$ cat config.mk
export PLATFORM = sky130hd
export DESIGN_NAME = stopwatch_ctrl
export DESIGN_NICKNAME = d
export VERILOG_FILES = /design/src/rtl/stopwatch_pkg.sv /design/src/rtl/bcd_digit_cnt.sv /design/src/rtl/stopwatch_ctrl.sv
export SDC_FILE = /design/constraint.sdc
export NUM_CORES = 1
export LEC_CHECK = 0
export ABC_AREA = 1
export CORE_MARGIN = 3
export CORE_UTILIZATION = 45
export CTS_CLUSTER_DIAMETER = 150
export CTS_CLUSTER_SIZE = 10
export DETAILED_ROUTE_END_ITERATION = 16
export GPL_TIMING_DRIVEN = 1
export HOLD_SLACK_MARGIN = 0.08
export PLACE_DENSITY_LB_ADDON = 0.08
export SLEW_MARGIN = 20
export SYNTH_ARGS = -nofsm -noshare
export SYNTH_HDL_FRONTEND = slang
export SYNTH_SLANG_ARGS = --single-unit
$ cat constraint.sdc
create_clock -name clk -period 1.69 [get_ports clk]
set_clock_uncertainty 0.15 [all_clocks]
set_input_delay 0.169 -clock clk [delete_from_list [all_inputs] [get_ports clk]]
set_output_delay 0.169 -clock clk [all_outputs]
set_load 0.01 [all_outputs]
$ cat src/rtl/stopwatch_pkg.sv
// Shared types and constants for the stopwatch controller.
package stopwatch_pkg;

  typedef enum logic [1:0] {
    StIdle  = 2'd0,
    StRun   = 2'd1,
    StPause = 2'd2
  } sw_state_e;

  localparam int unsigned BcdW = 4;

  localparam logic [BcdW-1:0] DigitMax9 = 4'd9;
  localparam logic [BcdW-1:0] DigitMax5 = 4'd5;

endpackage

$ cat src/rtl/bcd_digit_cnt.sv
// One BCD digit counting 0..Max, with enable, ripple carry in/out and
// synchronous clear.
module bcd_digit_cnt
  import stopwatch_pkg::*;
#(
  parameter logic [BcdW-1:0] Max = DigitMax9
) (
  input  logic            clk,
  input  logic            rst_n,
  input  logic            en,
  input  logic            carry_in,
  input  logic            clear,
  output logic [BcdW-1:0] q,
  output logic            carry_out
);

  logic [BcdW-1:0] cnt_q, cnt_d;
  logic            at_max;

  // >= rather than == so a corrupted value still snaps back into range
  assign at_max    = (cnt_q >= Max);
  assign carry_out = en & carry_in & at_max;
  assign q         = cnt_q;

  // Next digit value: clear has priority over counting.
  always_comb begin
    cnt_d = cnt_q;
    if (clear) begin
      cnt_d = '0;
    end else if (en && carry_in) begin
      cnt_d = at_max ? '0 : cnt_q + 1'b1;
    end
  end

  // Digit register.
  always_ff @(posedge clk or negedge rst_n) begin
    if (!rst_n) begin
      cnt_q <= '0;
    end else begin
      cnt_q <= cnt_d;
    end
  end

endmodule

$ cat src/rtl/stopwatch_ctrl.sv
// Stopwatch controller: synchronises the 100 Hz divided clock into a tick,
// runs an IDLE/RUN/PAUSE FSM and a six-digit MM:SS.cc BCD counter.
// Optional lap-hold display freeze is built when STOPWATCH_LAP_EN is defined.
module stopwatch_ctrl
  import stopwatch_pkg::*;
#(
  parameter int unsigned SYNC_STAGES = 2
) (
  input  logic            clk,
  input  logic            rst_n,
  input  logic            div_clk,
  input  logic            btn_start,
  input  logic            btn_clear,
  input  logic            btn_lap,
  output logic [BcdW-1:0] m_tens,
  output logic [BcdW-1:0] m_ones,
  output logic [BcdW-1:0] s_tens,
  output logic [BcdW-1:0] s_ones,
  output logic [BcdW-1:0] cs_tens,
  output logic [BcdW-1:0] cs_ones,
  output logic            running,
  output logic            wrap,
  output logic            lap_active
);

  logic [SYNC_STAGES-1:0] sync_q;
  logic                   edge_q;
  logic                   tick_q;
  sw_state_e              state_q;
  logic                   running_q;
  logic                   wrap_q;
  logic                   clr_req;
  logic                   count_en;
  logic [6*BcdW-1:0]      live;
  logic [6*BcdW-1:0]      disp;
  logic [5:0]             carry;

  // div_clk is data: synchronise, detect the rising edge, register the tick.
  always_ff @(posedge clk or negedge rst_n) begin
    if (!rst_n) begin
      sync_q <= '0;
      edge_q <= 1'b0;
      tick_q <= 1'b0;
    end else begin
      sync_q <= {sync_q[SYNC_STAGES-2:0], div_clk};
      edge_q <= sync_q[SYNC_STAGES-1];
      tick_q <= sync_q[SYNC_STAGES-1] & ~edge_q;
    end
  end

  // Clear is only honoured outside RUN; in RUN a coincident start wins.
  assign clr_req  = btn_clear && (state_q != StRun);
  assign count_en = tick_q && (state_q == StRun);

  // Run/pause FSM with registered running flag.
  always_ff @(posedge clk or negedge rst_n) begin
    if (!rst_n) begin
      state_q   <= StIdle;
      running_q <= 1'b0;
    end else begin
      unique case (state_q)
        StIdle: begin
          if (!btn_clear && btn_start) begin
            state_q   <= StRun;
            running_q <= 1'b1;
          end
        end
        StRun: begin
          if (btn_start) begin
            state_q   <= StPause;
            running_q <= 1'b0;
          end
        end
        StPause: begin
          if (btn_clear) begin
            state_q   <= StIdle;
            running_q <= 1'b0;
          end else if (btn_start) begin
            state_q   <= StRun;
            running_q <= 1'b1;
          end
        end
        default: begin
          state_q   <= StIdle;
          running_q <= 1'b0;
        end
      endcase
    end
  end

  bcd_digit_cnt #(.Max(DigitMax9)) u_cs_ones (
    .clk(clk), .rst_n(rst_n), .en(count_en), .carry_in(1'b1), .clear(clr_req),
    .q(live[3:0]), .carry_out(carry[0])
  );
  bcd_digit_cnt #(.Max(DigitMax9)) u_cs_tens (
    .clk(clk), .rst_n(rst_n), .en(count_en), .carry_in(carry[0]), .clear(clr_req),
    .q(live[7:4]), .carry_out(carry[1])
  );
  bcd_digit_cnt #(.Max(DigitMax9)) u_s_ones (
    .clk(clk), .rst_n(rst_n), .en(count_en), .carry_in(carry[1]), .clear(clr_req),
    .q(live[11:8]), .carry_out(carry[2])
  );
  bcd_digit_cnt #(.Max(DigitMax5)) u_s_tens (
    .clk(clk), .rst_n(rst_n), .en(count_en), .carry_in(carry[2]), .clear(clr_req),
    .q(live[15:12]), .carry_out(carry[3])
  );
  bcd_digit_cnt #(.Max(DigitMax9)) u_m_ones (
    .clk(clk), .rst_n(rst_n), .en(count_en), .carry_in(carry[3]), .clear(clr_req),
    .q(live[19:16]), .carry_out(carry[4])
  );
  bcd_digit_cnt #(.Max(DigitMax5)) u_m_tens (
    .clk(clk), .rst_n(rst_n), .en(count_en), .carry_in(carry[4]), .clear(clr_req),
    .q(live[23:20]), .carry_out(carry[5])
  );

  // Rollover pulse, aligned with the digits returning to 00:00.00.
  always_ff @(posedge clk or negedge rst_n) begin
    if (!rst_n) begin
      wrap_q <= 1'b0;
    end else begin
      wrap_q <= carry[5];
    end
  end

`ifdef STOPWATCH_LAP_EN
  logic              lap_q;
  logic [6*BcdW-1:0] snap_q;

  // Lap hold: toggled in RUN, released in PAUSE or on clear.
  always_ff @(posedge clk or negedge rst_n) begin
    if (!rst_n) begin
      lap_q  <= 1'b0;
      snap_q <= '0;
    end else if (clr_req) begin
      lap_q <= 1'b0;
    end else if (btn_lap) begin
      if (state_q == StRun) begin
        if (lap_q) begin
          lap_q <= 1'b0;
        end else begin
          lap_q  <= 1'b1;
          snap_q <= live;
        end
      end else if (state_q == StPause) begin
        lap_q <= 1'b0;
      end
    end
  end

  assign disp       = lap_q ? snap_q : live;
  assign lap_active = lap_q;
`else
  logic unused_lap;
  assign unused_lap = btn_lap;
  assign disp       = live;
  assign lap_active = 1'b0;
`endif

  assign {m_tens, m_ones, s_tens, s_ones, cs_tens, cs_ones} = disp;
  assign running = running_q;
  assign wrap    = wrap_q;

endmodule

======== After elaboration in Yosys (flattened, before gate mapping) ========
Index checks and enable logic that the tools add are counted.
word-level totals
  word-level logic and storage cells ...... 88
  memories kept ........................... 0
  ROM bits ................................ 0
  input port bits ......................... 6
  bits in latches ......................... 0
  output and inout port bits .............. 27
  RAM bits ................................ 0
  flip-flop bits (word level) ............. 32
operators by class
  shifts and indexed selects .............. 0
  $mul .................................... 0
  div/mod/pow operators ................... 0
  $lt $le $gt $ge ......................... 6
  reductions and logical operators ........ 17
  $add $sub $neg .......................... 6
  equality and inequality tests ........... 6
  bitwise logic cells ..................... 13
  mux-type cells .......................... 28
operator list
  kind                   count
  $mux W4                18
  $add A4 B1 Y4 const B  6
  $ge A4 B4 Y1 const B   4
  $and A1 B1 Y1          12
  $reduce_bool A2 Y1     6
  $ge A4 B3 Y1 const B   2
  $logic_and A1 B1 Y1    8
  $mux W2                4
  $pmux W2 S3            1
  $mux W1                4
  $ne A2 B2 Y1 const B   2
  $ne A3 B3 Y1 const B   1
  $pmux W1 S3            1
  $reduce_and A3 Y1      1
  $eq A2 B1 Y1 const B   1
  $eq A2 B2 Y1 const B   1
  $logic_not A2 Y1       1
  $ne A2 B1 Y1 const B   1
  $logic_not A1 Y1       1
  $not A1 Y1             1

======== Depth between registers and ports, before layout ========
Gate-level depths: netlist of run 1.
  depth after elaboration ................. 14
  depth in mapped cells ................... 11
  mapped depth without buffers ............ 11

======== Cells and area by module ========
From an unflattened synthesis of run 1, not the netlist that was laid out.
second synthesis, totals
  cells, all modules ...................... 235
  area total of the unflattened synthesis .. 1956.9 um2
by module, submodules not included
  module                         area each (um2)  instances  cells an instance
  bcd_digit_cnt (u_cs_ones ...)  274.0            4          34
  bcd_digit_cnt (u_m_tens ...)   279.0            2          34
  stopwatch_ctrl                 302.8            1          31

======== Worst setup path after synthesis of run 1 ========
Ideal clock, no wire load.
  path kind ............................... reg2reg
  start point ............................. register u_cs_tens.cnt_q[0], in the netlist u_cs_tens.q[0]
  end point ............................... register u_m_tens.cnt_q[0], in the netlist u_m_tens.q[0]
  data required time ...................... 1422 ps
  clock period less this slack ............ 1666 ps
  arrival time ............................ 1398 ps
  setup slack ............................. 24 ps
  cell stages (with the launch flop) ...... 11
  library setup time ...................... 118 ps
  path buffers ............................ 0
  cell sequence ........................... dfrtp_1 -> inv_1 -> ha_1 -> inv_1 -> nor2_1 -> nand2_1 -> nand2_1 -> nor2_4 -> nand4_2 -> nand3_1 -> nand2_1
between the ends
  longest elaborated chain between the ends .. 10
ends and longest elaborated chain
  element                              RTL line             RTL
  start: declaration                   bcd_digit_cnt.sv:17  logic [BcdW-1:0] cnt_q, cnt_d;
  start signal: assignment             bcd_digit_cnt.sv:40  cnt_q <= cnt_d;
  $ge A4 B4 Y1                         bcd_digit_cnt.sv:21  assign at_max = (cnt_q >= Max);
  $and A1 B1 Y1 (7 in a row)           bcd_digit_cnt.sv:22  assign carry_out = en & carry_in & at_max;
  $logic_and A1 B1 Y1                  bcd_digit_cnt.sv:30  end else if (en && carry_in) begin
  $reduce_bool A2 Y1 (no source line)  n/a
  end signal: assignment               bcd_digit_cnt.sv:40
  end: declaration                     bcd_digit_cnt.sv:17
Every way passes these cells.
A chain may end at the register's enable or synchronous reset.

======== Final worst setup path of run 1 ========
  start point ............................. register u_cs_ones.cnt_q[1], in the netlist u_cs_ones.q[1]
  end point ............................... register u_m_tens.cnt_q[0], in the netlist u_m_tens.q[0]
between the ends
  longest elaborated chain between the ends .. 12
ends and longest elaborated chain
  element                              RTL line
  start: declaration                   bcd_digit_cnt.sv:17
  start signal: assignment             bcd_digit_cnt.sv:40
  $ge A4 B4 Y1                         bcd_digit_cnt.sv:21
  $and A1 B1 Y1 (9 in a row)           bcd_digit_cnt.sv:22
  $logic_and A1 B1 Y1                  bcd_digit_cnt.sv:30
  $reduce_bool A2 Y1 (no source line)  n/a
Every way passes these cells.

==> implementation parameters, run 1 <==
Parameter                              Value

Final layout
  Number of fill cells ... 312
  Final standard cell area without fillers ... 0.00268 sq mm
  Antenna diode instance count ... 0
  Layout overhead on the synthesized area ... 42.7%
  Final Net Count ... 298
  Fraction of final layout cells with drive strength greater than 1 ... 29.1%
  Multi-input combinational cell area ... 0.00106 sq mm
  End-of-flow core utilization ... 69.9%
  Total area of sequential cells ... 806 sq um

Power
  IR Drop Worst-Case VDD ... 0.589 mV
  Sequential share of power ... 44.9%
  Comb power frac ... 22.9%
  Lkg Pwr ... 1.40 nW
  Switching Fraction ... 29.5%
  Switching power summed over all nets ... 0.558 mW
  Int Power ... 1.33 mW
  Clock Power Share ... 32.2%
  Total power divided by cell area ... 707 mW/mm^2

Placement
  Final Wtd Congestion ... 0.822
  Number of port buffers ... 30
  Setup slack at placement ... 0.0206 ns
  Total cell area at the placement stage ... 0.00239 sq mm
  Final HPWL DP ... 2760 um

Synthesis
  Cell with the most instances after synthesis ... dfrtp_1
  Leading cell types by count after synthesis ... dfrtp_1 (32), nand2_1 (31), inv_1 (30)
  Top cell type by total area after synthesis ... dfrtp_1
  Synth top area share ... 42.7%
  Post-synth cell types ... 32
  Synthesized flop and latch total ... 32
  Number of enable flip-flop cells after synthesis ... 0
  Number of nets produced by synthesis ... 237
  Dominant register cell in the synthesized netlist ... dfrtp_1
  Mean post-synth cell area ... 8.80 sq um
  Part of the Yosys area used for sequential elements ... 42.7%
  Number of standard cells after synthesis ... 213
  Post-synthesis instance area ... 0.00187 sq mm
  Synth warn ... 0
  Async SR Flop Fraction ... 100%
  Dominant cells by area after synthesis ... dfrtp_1 (43%), ha_1 (12%), nand2_1 (6.2%)

Clock network
  CTS H-tree lvls ... 2
  Clock edge transition at the registers on the reported setup and hold paths ... 0.07 ns
  Number of CTS-inserted buffers ... 5
  TritonCTS clock tree ... done
  Root Buffer ... clkbuf_8
  Worst-skew pair later-pin latency ... 0.28 ns
  Bufs on Longest Clock Path ... 2
  Clock sink count ... 32

Worst hold path
  Path category of the worst min-delay check ... in2reg

Global routing
  Pin count of the biggest net entering global routing ... 27
  Antenna violations before repair ... 0
  Global-route usage over all layers ... 15.8%
  Vias in the first global route ... 1452
  First-pass GRT wire length ... 6310 um
  Total congestion overflow ... 0

Die
  Die footprint ... 0.00498 sq mm
  Die boundary height ... 70.5 um
  Number of I/O pins ... 33
  Standard cell core area ... 0.00383 sq mm
  Total number of placement rows ... 22
  Die width ... 70.5 um
  Effective utilization at floorplan ... 49.0%

Detailed routing
  Count of unresolved DRC violations after routing ... 0
  Count of TritonRoute iterations in the first routing pass ... 4
  Via density per instance ... 4.88
  Detailed-route wire length ... 3960 um
  Detail-routed net length per standard cell ... 12.2 um
  Antenna Violating Nets Remaining ... 0
  Drt initial violations ... 85
  Number of vias after detailed routing ... 1576

STA
  Highest clock rate ... 603 MHz
  Unrepaired setup endpoints after global routing ... yes
  Max-slew violation total from the final report ... 0
  Shortest clock period the worst path allows after layout ... 1.66 ns
  Worst-case setup margin in the final layout ... 0.0305 ns
  Setup_tns ... 0 ns
  Final Hold Violating Endpoints ... 0
  Ratio of final minimum period to clock period ... 98.2%
  Final setup violation count ... 0
  Worst hold margin ... 0.181 ns

Critical path
  Largest driver fanout on the critical path ... 5
  Data required time at the worst endpoint ... 1.72 ns
  Worst Setup Path Type ... reg2reg
  WP data arrival ... 1.69 ns
  Element type at the critical path end ... flop
  Launching element type of the critical path ... flop

Outcome
  Status ... complete, no violations

Run
  Number of max-cap violations ... 0
-- routing by layer --
metal / track usage, % / share of wire (%) / wire length, um
met5: 0 / 0 / 0
met4: 5.43 / 1.3 / 52
met3: 5.26 / 4.7 / 186
met2: 23.9 / 47 / 1850
met1: 21.3 / 47 / 1870
-- state kept, by name, indices dropped and copies added, names as in the netlist, 2 cells and up --
register / count
u_cs_ones.q: 4
u_m_tens.q: 4
sync_q: 2
state_q: 2
u_m_ones.q: 4
u_cs_tens.q: 4
u_s_tens.q: 4
u_s_ones.q: 4
-- worst max-delay path, cell delays in order (launching register included) --
cell     delay (ns)
dfrtp_1        0.40
inv_2          0.10
ha_4           0.13
inv_2          0.04
nand3_4        0.09
nand3_4        0.10
nor2_4         0.20
nand4_4        0.17
nand3_2        0.12
nand2_2        0.05
-- cells by family after synthesis --
| kind of cell | after synthesis | share of synthesized area (%) |
|---|---|---|
| and+or+nand+nor | 93 | 26.7 |
| xor gates and xnor gates | 7 | 3.27 |
| other | 1 | 0.200 |
| AOI/OAI and AO/OA | 25 | 7.34 |
| DFF | 32 | 42.7 |
| buffers and inverters | 37 | 7.74 |
| adders and majority gates | 18 | 12.0 |
-- cell usage in the layout, fill, tap and decap left out, types with 2 or more instances in the layout --
cell / instances
a21oi_1: 5
buf_4: 24
clkbuf_1: 2
clkbuf_8: 6
clkdlybuf4s50_1: 24
dfrtp_1: 28
dfrtp_2: 4
dlymetal6s2s_1: 6
ha_1: 15
ha_2: 2
inv_1: 24
inv_2: 10
nand2_1: 27
nand2_2: 5
nand2_4: 6
nand3_1: 21
nand3_2: 2
nand3_4: 2
nand4_1: 5
nand4_4: 2
nor2_1: 10
nor2_2: 2
nor2_4: 4
nor3_1: 3
o21ai_0: 13
o21ai_2: 2
xnor2_1: 3
xor2_1: 4
-- final timing paths --
kind                                start        endpoint  slack [ns]  cells past startpoint
max in group asynchronous           rst_n   u_m_tens.q[1]        0.35                      3
max reg2reg                u_cs_ones.q[1]   u_m_tens.q[0]        0.03                      9
max                        u_cs_ones.q[1]   u_m_tens.q[0]        0.03                      9
min reg2reg                     sync_q[0]       sync_q[1]        0.21                      0
min in group asynchronous           rst_n  u_cs_ones.q[1]        0.56                      2
min                               div_clk       sync_q[0]        0.18                      1
-- power by group through the flow --
stage / clock network, mW / logic (mW) / registers, mW
finish: 0.610 / 0.433 / 0.849
floorplan: 0 / 0.191 / 0.881
detailed placement: 0 / 0.401 / 0.860
CTS: 0.624 / 0.405 / 0.846
global route: 0.663 / 0.483 / 0.856
global placement: 0 / 0.390 / 0.859
-- timing repair --
item                                    in CTS  in global routing
endpoints found under the hold margin        6                  0
setup buffers                                0                  4
hold buffers                                 1                  0
endpoints found under the setup margin       0                 26
resized for setup                            0                 46
-- stage by stage --
stage | instances | power, mW
floorplan | 213 | 1.07
global placement | 310 | 1.25
detailed placement | 310 | 1.26
CTS | 319 | 1.88
global route | 323 | 2.00
finish | 323 | 1.89
-- layout make-up --
cell class,instances,share of cell area (%)
multi-input cells,144,39.7
clock buffers,8,3.37
well taps,48,2.25
flip-flops and latches,32,30.1
inverters,35,4.96
repair buffers,56,19.6
(Power assumes the default switching activity.)
==> run 2, diff against run 1 <==
--- a/config.mk
+++ b/config.mk
@@ -14,7 +14,6 @@
 export GPL_TIMING_DRIVEN = 1
 export HOLD_SLACK_MARGIN = 0.08
 export PLACE_DENSITY_LB_ADDON = 0.08
-export SLEW_MARGIN = 20
 export SYNTH_ARGS = -nofsm -noshare
 export SYNTH_HDL_FRONTEND = slang
 export SYNTH_SLANG_ARGS = --single-unit
==> results of run 2 <==
Final layout, timing and power as in run 1 (identical DEF).
